$ cat src/rtl/hc4511_scan_driver.sv
// Time-multiplexed scan driver for one shared HC4511 decoder across DIGITS digits.
// Each slot blanks, latches the BCD code, then lights its digit; frames swap only at end of scan.
`timescale 1ns/1ps
module hc4511_scan_driver #(
    parameter int DIGITS    = 4,
    parameter int PRESCALE  = 1000,
    parameter int BLANK_CYC = 4
) (
    input  logic                  CLK,
    input  logic                  RST_N,
    input  logic                  LOAD_VALID,
    output logic                  LOAD_READY,
    input  logic [4*DIGITS-1:0]   DATA,
    input  logic                  LZB_EN,
    input  logic                  TEST_N,
    output logic [3:0]            A,
    output logic                  LE,
    output logic                  BI_N,
    output logic                  LT_N,
    output logic [DIGITS-1:0]     DIG,
    output logic                  FRAME_DONE
);
    localparam int CW = $clog2(PRESCALE);
    localparam int SW = $clog2(DIGITS);
    localparam logic [CW-1:0] CNT_LAST  = CW'(PRESCALE - 1);
    localparam logic [SW-1:0] SLOT_LAST = SW'(DIGITS - 1);
    localparam logic [CW-1:0] CNT_LATCH = CW'(BLANK_CYC);

    typedef enum logic [1:0] {PH_BLANK, PH_LATCH, PH_SHOW} phase_e;

    function automatic logic [DIGITS-1:0] lzb_mask(input logic [4*DIGITS-1:0] d, input logic en);
        logic [DIGITS-1:0] m;
        logic              zero_above;
        m          = '0;
        zero_above = 1'b1;
        for (int i = DIGITS - 1; i >= 1; i--) begin
            zero_above = zero_above & (d[4*i +: 4] == 4'd0);
            m[i]       = en & zero_above;
        end
        return m;
    endfunction

    logic                run_q, run_d;
    logic [CW-1:0]       cnt_q, cnt_d;
    logic [SW-1:0]       slot_q, slot_d;
    logic [4*DIGITS-1:0] disp_q, disp_d;
    logic [4*DIGITS-1:0] pend_data_q, pend_data_d;
    logic                pend_q, pend_d;
    logic [DIGITS-1:0]   mask_q, mask_d;
    logic                ready_q, ready_d;
    logic [3:0]          a_q, a_d;
    logic                le_q, le_d;
    logic                bi_n_q, bi_n_d;
    logic [DIGITS-1:0]   dig_q, dig_d;
    logic                fd_q, fd_d;
    logic                lt_n_q, lt_n_d;
    logic                commit;
    phase_e              phase_d;

    // run_q holds the counter at slot 0, cycle 0 for the first edge after reset release
    always_comb begin
        run_d       = 1'b1;
        cnt_d       = cnt_q;
        slot_d      = slot_q;
        disp_d      = disp_q;
        pend_data_d = pend_data_q;
        pend_d      = pend_q;
        mask_d      = mask_q;
        ready_d     = ready_q;
        a_d         = a_q;
        le_d        = le_q;
        bi_n_d      = bi_n_q;
        dig_d       = dig_q;
        lt_n_d      = TEST_N;
        commit      = run_q && (cnt_q == CNT_LAST) && (slot_q == SLOT_LAST);

        if (run_q) begin
            if (cnt_q == CNT_LAST) begin
                cnt_d  = '0;
                slot_d = (slot_q == SLOT_LAST) ? '0 : slot_q + SW'(1);
            end else begin
                cnt_d = cnt_q + CW'(1);
            end
        end

        // Commit before accepting: a transfer can only happen with nothing pending
        if (commit) begin
            if (pend_q) begin
                disp_d  = pend_data_q;
                pend_d  = 1'b0;
                ready_d = 1'b1;
            end
            mask_d = lzb_mask(disp_d, LZB_EN);
        end
        if (LOAD_VALID && ready_q) begin
            pend_data_d = DATA;
            pend_d      = 1'b1;
            ready_d     = 1'b0;
        end

        if (cnt_d < CNT_LATCH)       phase_d = PH_BLANK;
        else if (cnt_d == CNT_LATCH) phase_d = PH_LATCH;
        else                         phase_d = PH_SHOW;

        // Outputs are registered, so they are derived from next-state slot and count
        case (phase_d)
            PH_BLANK: begin
                a_d    = disp_d[4*int'(slot_d) +: 4];
                le_d   = 1'b0;
                bi_n_d = 1'b0;
                dig_d  = '0;
            end
            PH_LATCH: begin
                le_d   = 1'b1;
                bi_n_d = 1'b0;
                dig_d  = '0;
            end
            default: begin
                le_d = 1'b1;
                if (mask_d[slot_d]) begin
                    bi_n_d = 1'b0;
                    dig_d  = '0;
                end else begin
                    bi_n_d = 1'b1;
                    dig_d  = DIGITS'(1) << slot_d;
                end
            end
        endcase
        fd_d = (cnt_d == CNT_LAST) && (slot_d == SLOT_LAST);
    end

    always_ff @(posedge CLK or negedge RST_N) begin
        if (!RST_N) begin
            run_q       <= 1'b0;
            cnt_q       <= '0;
            slot_q      <= '0;
            disp_q      <= '0;
            pend_data_q <= '0;
            pend_q      <= 1'b0;
            mask_q      <= '0;
            ready_q     <= 1'b1;
            a_q         <= 4'd0;
            le_q        <= 1'b1;
            bi_n_q      <= 1'b0;
            dig_q       <= '0;
            fd_q        <= 1'b0;
            lt_n_q      <= 1'b1;
        end else begin
            run_q       <= run_d;
            cnt_q       <= cnt_d;
            slot_q      <= slot_d;
            disp_q      <= disp_d;
            pend_data_q <= pend_data_d;
            pend_q      <= pend_d;
            mask_q      <= mask_d;
            ready_q     <= ready_d;
            a_q         <= a_d;
            le_q        <= le_d;
            bi_n_q      <= bi_n_d;
            dig_q       <= dig_d;
            fd_q        <= fd_d;
            lt_n_q      <= lt_n_d;
        end
    end

    assign LOAD_READY = ready_q;
    assign A          = a_q;
    assign LE         = le_q;
    assign BI_N       = bi_n_q;
    assign LT_N       = lt_n_q;
    assign DIG        = dig_q;
    assign FRAME_DONE = fd_q;
endmodule

$ cat config.mk
export PLATFORM = sky130hd
export DESIGN_NAME = hc4511_scan_driver
export DESIGN_NICKNAME = d
export VERILOG_FILES = /design/src/rtl/hc4511_scan_driver.sv
export SDC_FILE = /design/constraint.sdc
export NUM_CORES = 1
export LEC_CHECK = 0
export CORE_UTILIZATION = 24
export CTS_CLUSTER_DIAMETER = 120
export DETAILED_ROUTE_END_ITERATION = 10
export GPL_ROUTABILITY_DRIVEN = 0
export PLACE_DENSITY = 0.49
export SYNTH_ARGS = -nofsm -noshare
export SYNTH_HDL_FRONTEND = slang
export SYNTH_SLANG_ARGS = --single-unit
$ cat constraint.sdc
create_clock -name CLK -period 4.2 [get_ports CLK]
set_input_delay 0.84 -clock CLK [delete_from_list [all_inputs] [get_ports CLK]]
set_output_delay 0.84 -clock CLK [all_outputs]
set_load 0.02 [all_outputs]
### Word-level counts from Yosys, hierarchy flattened

Cells that the tools add are included.

| word-level totals | value |
|---|---|
| bits in registers | 63 |
| bits in latches | 0 |
| bits in writable memories | 0 |
| memory bits (read-only) | 0 |
| output and inout port bits | 13 |
| word-level logic and storage cells | 66 |
| memories | 0 |

| cells by class | value |
|---|---|
| $add $sub $neg | 2 |
| multiply operators | 0 |
| div/mod/pow operators | 0 |
| order comparisons | 2 |
| eq/ne operators | 6 |
| shifts and indexed selects | 2 |
| muxes and demuxes | 23 |
| bitwise logic cells | 5 |
| reductions and logical operators | 12 |

Operator list:

| kind | count |
|---|---|
| 16-bit 2-to-1 mux | 3 |
| 10-bit == test (second input constant) | 2 |
| 10-bit 2-to-1 mux | 2 |
| 16-bit by 5-bit indexed part select with 4-bit output | 1 |
| 4-bit logical NOT | 3 |
| 4-bit 2-to-1 mux | 3 |
| 10-bit by 1-bit adder with 10-bit output (second input constant) | 1 |
| 10-bit by 3-bit == test with 1-bit output (second input constant) | 1 |
| 10-bit by 3-bit less-than comparator with 1-bit output (second input constant) | 1 |
| 2-bit 2-to-1 mux | 5 |
| 1-bit 2-to-1 mux | 9 |
| 1-bit bitwise AND | 5 |
| 2-bit == test (second input constant) | 2 |
| 1-bit logical AND | 4 |
| 2-bit nonzero test | 2 |
| 1-bit by 2-bit << shifter with 4-bit output (first input constant) | 1 |
| 2-bit by 3-bit less-than comparator with 1-bit output (second input constant) | 1 |
| 2-bit by 1-bit adder with 2-bit output (second input constant) | 1 |
| 1-bit binary-select mux with 2-bit select | 1 |
| 2-bit by 1-bit == test with 1-bit output (second input constant) | 1 |
| 2-bit logical NOT | 1 |
| 2-bit AND reduction | 1 |
| 2-bit OR reduction | 1 |

### Logic depth before layout (Yosys ltp)

| logic depth | value |
|---|---|
| word-level depth | 13 |
| gate-level depth with buffers | 10 |

### Worst setup path after synthesis

OpenSTA, ideal clock, no wires.

| path | value |
|---|---|
| path kind | reg2reg |
| from | register cnt_q[0] |
| to | register a_q[0] (netlist: A[0]) |
| setup time | 125 ps |
| arrival time | 2044 ps |
| setup slack | 2031 ps |
| cell stages (with the launch flop) | 8 |
| path through | dfrtp_1 ha_1 nand3_1 o31a_1 o311ai_2 o2111a_2 nand4b_4 mux2_4 |

| on the way | value |
|---|---|
| word-level cells in the longest chain between the ends | 7 |
| elaborated cells on any way between the ends | 15 |
| classes of those cells | add/sub: 1; order compare: 1; eq/ne: 2; shift: 1; mux: 7; reduce/logical: 3 |

Ends and longest elaborated chain:

| element | line | source |
|---|---|---|
| start, declared | 44 | `logic [CW-1:0] cnt_q, cnt_d;` |
| start signal, assigned | 150 | `cnt_q <= cnt_d;` |
| parallel branches: the longest is 7 deep, another holds 10-bit by 1-bit adder with 10-bit output | - |  |
| end signal, assigned | 142 | `a_q <= 4'd0;` |
| end signal, assigned | 157 | `a_q <= a_d;` |
| end, declared | 51 | `logic [3:0] a_q, a_d;` |

Several ways; the timed one is not identified.
A chain may end at the register's enable or synchronous reset.

### Final worst setup path

| path | value |
|---|---|
| from | register slot_q[0] |
| to | register fd_q (netlist: FRAME_DONE) |

| on the way | value |
|---|---|
| word-level cells in the longest chain between the ends | 6 |
| elaborated cells on any way between the ends | 7 |
| classes of those cells | add/sub: 1; eq/ne: 2; mux: 3; reduce/logical: 1 |

Ends and longest elaborated chain:

| element | line | source |
|---|---|---|
| start, declared | 45 | `logic [SW-1:0] slot_q, slot_d;` |
| start signal, assigned | 151 | `slot_q <= slot_d;` |
| 2-bit by 1-bit adder with 2-bit output / 2-bit == test (equally long branches) | 80 | `slot_d = (slot_q == SLOT_LAST) ? '0 : slot_q + SW'(1);` |
| 2-bit 2-to-1 mux | 80 |  |
| 2-bit 2-to-1 mux | 78 | `if (cnt_q == CNT_LAST) begin` |
| 2-bit 2-to-1 mux (*) | 77 | `if (run_q) begin` |
| 2-bit == test (*) | 129 | `fd_d = (cnt_d == CNT_LAST) && (slot_d == SLOT_LAST);` |
| 1-bit logical AND (*) | 129 |  |
| net fd_d | 55 | `logic fd_q, fd_d;` |
| end signal, assigned | 146 | `fd_q <= 1'b0;` |
| end signal, assigned | 161 | `fd_q <= fd_d;` |
| end, declared | 55 |  |

The timed path passes the listed nets; every way through them passes the cells marked *.

==> reports/qor.json <==
{
  "timing.final.crit_period_ps": 2904,
  "firstDrtPassIters": 4,
  "worst_slew_slack_as_a_fraction_of_its_limit_pct": 36.13,
  "mappedNetlistArea_um2": 3253,
  "async_reset_ff_share_pct": 100.0,
  "post_synth_and_or_nand_nor_area_fraction_pct": 22.42,
  "floorplan.die.height_um": 118.4,
  "overflow": 0,
  "insertion_delay_ps": 330,
  "largest_net_degree_at_the_start_of_global_routing": 38,
  "fp-row-count": 42,
  "hold_class": "flip-flop to flip-flop",
  "worst_setup_path_start_kind": "flip-flop",
  "timing_worst_slew_pin_value_ps": 931.5,
  "final_common_cell": "nand2_1",
  "die_area_um2": 14020,
  "final.period_utilization_pct": 69.15,
  "post_synth_xor_area_fraction_pct": 1.615,
  "top_level_ports": 34,
  "dp_worst_setup_slack_ps": 1336,
  "clockRootBuffer": "clkbuf_16",
  "cellLeakagePower_nw": 1.708,
  "synth_nets": 351,
  "tritoncts": "done",
  "layout_common_cells": "73 x nand2_1, 60 x dfrtp_1, 32 x clkdlybuf4s50_1",
  "post-route-worst-setup-slack_ps": 1296,
  "status": "finished, final reports clean",
  "initial_utilization_pct": 24.57,
  "global_route.peak_usage_layer": "met2",
  "core_region_area_um2": 13240,
  "post-route-util_pct": 30.48,
  "count_of_vias_placed_by_the_detailed_router": 2502,
  "synth_compound_area_share_pct": 13.00,
  "post_synth_edffs": 0,
  "synthFlopType": "dfrtp_1",
  "die-width_um": 118.4,
  "cts.reportedPaths.clkPinSlew_ps": 50,
  "yosys_warnings": 0,
  "syn-instance-count": 328,
  "drt_iter0_drc": 130,
  "synthMuxAreaShare_pct": 9.308,
  "initial_antenna_violation_count": 0,
  "cts_resized": 0,
  "cp_data_arrival_time_ps": 3120,
  "endpoints_failing_setup": 0,
  "post_route_setup_tns_ps": 0,
  "fmaxAchievable_mhz": 344.3,
  "grt_util_all_layers_pct": 12.10,
  "number_of_antenna_diodes": 0,
  "vdd_ir_drop_max_uv": 212.0,
  "synth.yosys.seq_area_share_pct": 48.58,
  "avgRoutedWirePerCell_um": 14.25,
  "groute.layer.met1.usage_pct": 15.18,
  "crit_required_ps": 4420,
  "tritoncts.num_buffers": 9,
  "drtAntennaViolNets": 0,
  "cts_sinks": 63,
  "slew_violations": 0,
  "global_route.usage.met2_pct": 19.15,
  "worst-path-max-fanout": 25,
  "grt_first_pass_wirelength_um": 13270,
  "first_global_vias": 2544,
  "cts.htree.levels": 3,
  "setup.worst_path.class": "flip-flop to flip-flop",
  "power.total_mw": 1.821,
  "post_layout_nonfiller_instances": 538,
  "synthToLayoutAreaGrowth_pct": 24.08,
  "post-cts-setup-buffers": 0,
  "main_combinational_cell_family_by_area_after_synthesis": "simple AND/OR/NAND/NOR gates",
  "maxCapViolCount": 0,
  "gr-usage-met3_pct": 3.137,
  "numPortBuffers": 33,
  "critPathCaptureType": "flip-flop",
  "post_drt_via_cell_ratio": 4.651,
  "placed_cells": 522,
  "cts.path.max_buffers": 2,
  "power_density_nw_per_um2": 451.2,
  "synth_adder_area_share_pct": 0.7692,
  "route.final.wire_length_um": 7668,
  "finalHoldViolCount": 0,
  "post_route_cells_drive_above_1_share_pct": 16.02,
  "ys_types": 61,
  "synth_seq_cells": 63,
  "timing.clock.skew_ps": 6.121,
  "synth.avg_cell_area_um2": 9.918,
  "hpwl_um": 5509,
  "drc_violation_count_after_routing": 0,
  "cts.hold.buffers_added": 0,
  "rsz0062_at_grt": "no",
  "finalNetCount": 380
}
[layout make-up]
type / instances / area (um2)
flip-flops and latches: 63 / 1580
multi-input cells: 241 / 1536
repair buffers: 37 / 355.3
well taps: 176 / 220.2
inverters: 5 / 18.77
fillers: 1399 / 9206
clock inverters: 3 / 65.06
clock buffers: 13 / 260.3
[path summary, 6_finish.rpt]
check / startpoint / end / slack [ps] / depth (start not counted)
worst max register to register: slot_q[0]$_DFF_PN0_ / FRAME_DONE$_DFF_PN0_ / 1300 / 6
worst min-delay path: disp_q[0]$_DFF_PN0_ / disp_q[0]$_DFF_PN0_ / 490 / 2
max in group asynchronous: RST_N / LOAD_READY$_DFFE_PN1P_ / 2650 / 2
worst max-delay path: slot_q[0]$_DFF_PN0_ / FRAME_DONE$_DFF_PN0_ / 1300 / 6
worst min register to register: disp_q[0]$_DFF_PN0_ / disp_q[0]$_DFF_PN0_ / 490 / 2
min in group asynchronous: RST_N / cnt_q[8]$_DFF_PN0_ / 610 / 1
[state kept, by name, summed over array words and instances (netlist names)]
register / count
disp_q: 16
pend_data_q: 16
cnt_q: 10
A: 4
DIG: 4
mask_q: 4
slot_q: 2
BI_N: 1
FRAME_DONE: 1
LE: 1
LOAD_READY: 1
LT_N: 1
pend_q: 1
run_q: 1
[layer usage]
| layer | vias up | wire [um] |
|---|---|---|
| met1 | 1201 | 3512 |
| met3 | 17 | 327 |
| met5 | - | 0 |
| li1 | 1225 | - |
| met2 | 59 | 3595 |
| met4 | 0 | 232 |
[power by group]
part / internal [mW] / total, mW / switching, mW / leakage [nW]
clock network: 0.551 / 0.808 / 0.257 / 0.160
logic: 0.138 / 0.276 / 0.138 / 0.745
registers: 0.663 / 0.737 / 0.0745 / 0.804
total: 1.35 / 1.82 / 0.470 / 1.71
[synth_stat cells (all sizes together), types with 2 or more instances]
master	count	area, um2
dfstp	3	78.83
o211ai	3	22.52
nand3	16	80.08
a41oi	2	17.52
a31oi	7	50.05
and3	4	28.78
nand4	4	46.29
inv	5	18.76
o21ai	21	105.1
mux2i	7	73.82
nor3b	3	22.52
nor3	4	20.02
dfrtp	60	1501
a21boi	2	15.01
clkbuf	5	18.77
nor2b	2	12.51
o22ai	4	25.02
xnor2	5	43.79
mux2	20	229.0
a22oi	2	15.01
nand2b	2	12.51
a21oi	7	35.03
o31ai	3	22.52
and2	2	12.51
nand4b	2	32.53
buf	14	98.84
nand3b	2	15.01
nand2	73	274.0
nor2	17	66.32
nor4	7	56.30
o211a	2	20.02
ha	2	25.02
[worst max-delay path, cell delays in order, from the launching register on]
cell,delay [ps]
dfrtp_1,630
ha_1,390
and3b_1,230
nand4_2,220
mux2i_1,770
nand4_1,190
nor4b_1,350
[metrics by stage]
stage          cell area, um2  hold slack (ps)
3_3_place_gp             3711            481.6
2_1_floorplan            3253            450.1
3_5_place_dp             3711            484.6
5_1_grt                  4036            527.0
6_report                 4036            489.9
4_1_cts                  4036            494.1
[cells by family (layout without fill, tap and decap cells)]
group,after synthesis,after routing
buffers and inverters,24,58
muxes,27,27
xor gates and xnor gates,6,6
adders and majority gates,2,2
and+or+nand+nor,143,143
other,1,1
DFF,63,63
AOI/OAI and AO/OA,62,62
No activity file was read; power rests on OpenSTA's default activity.
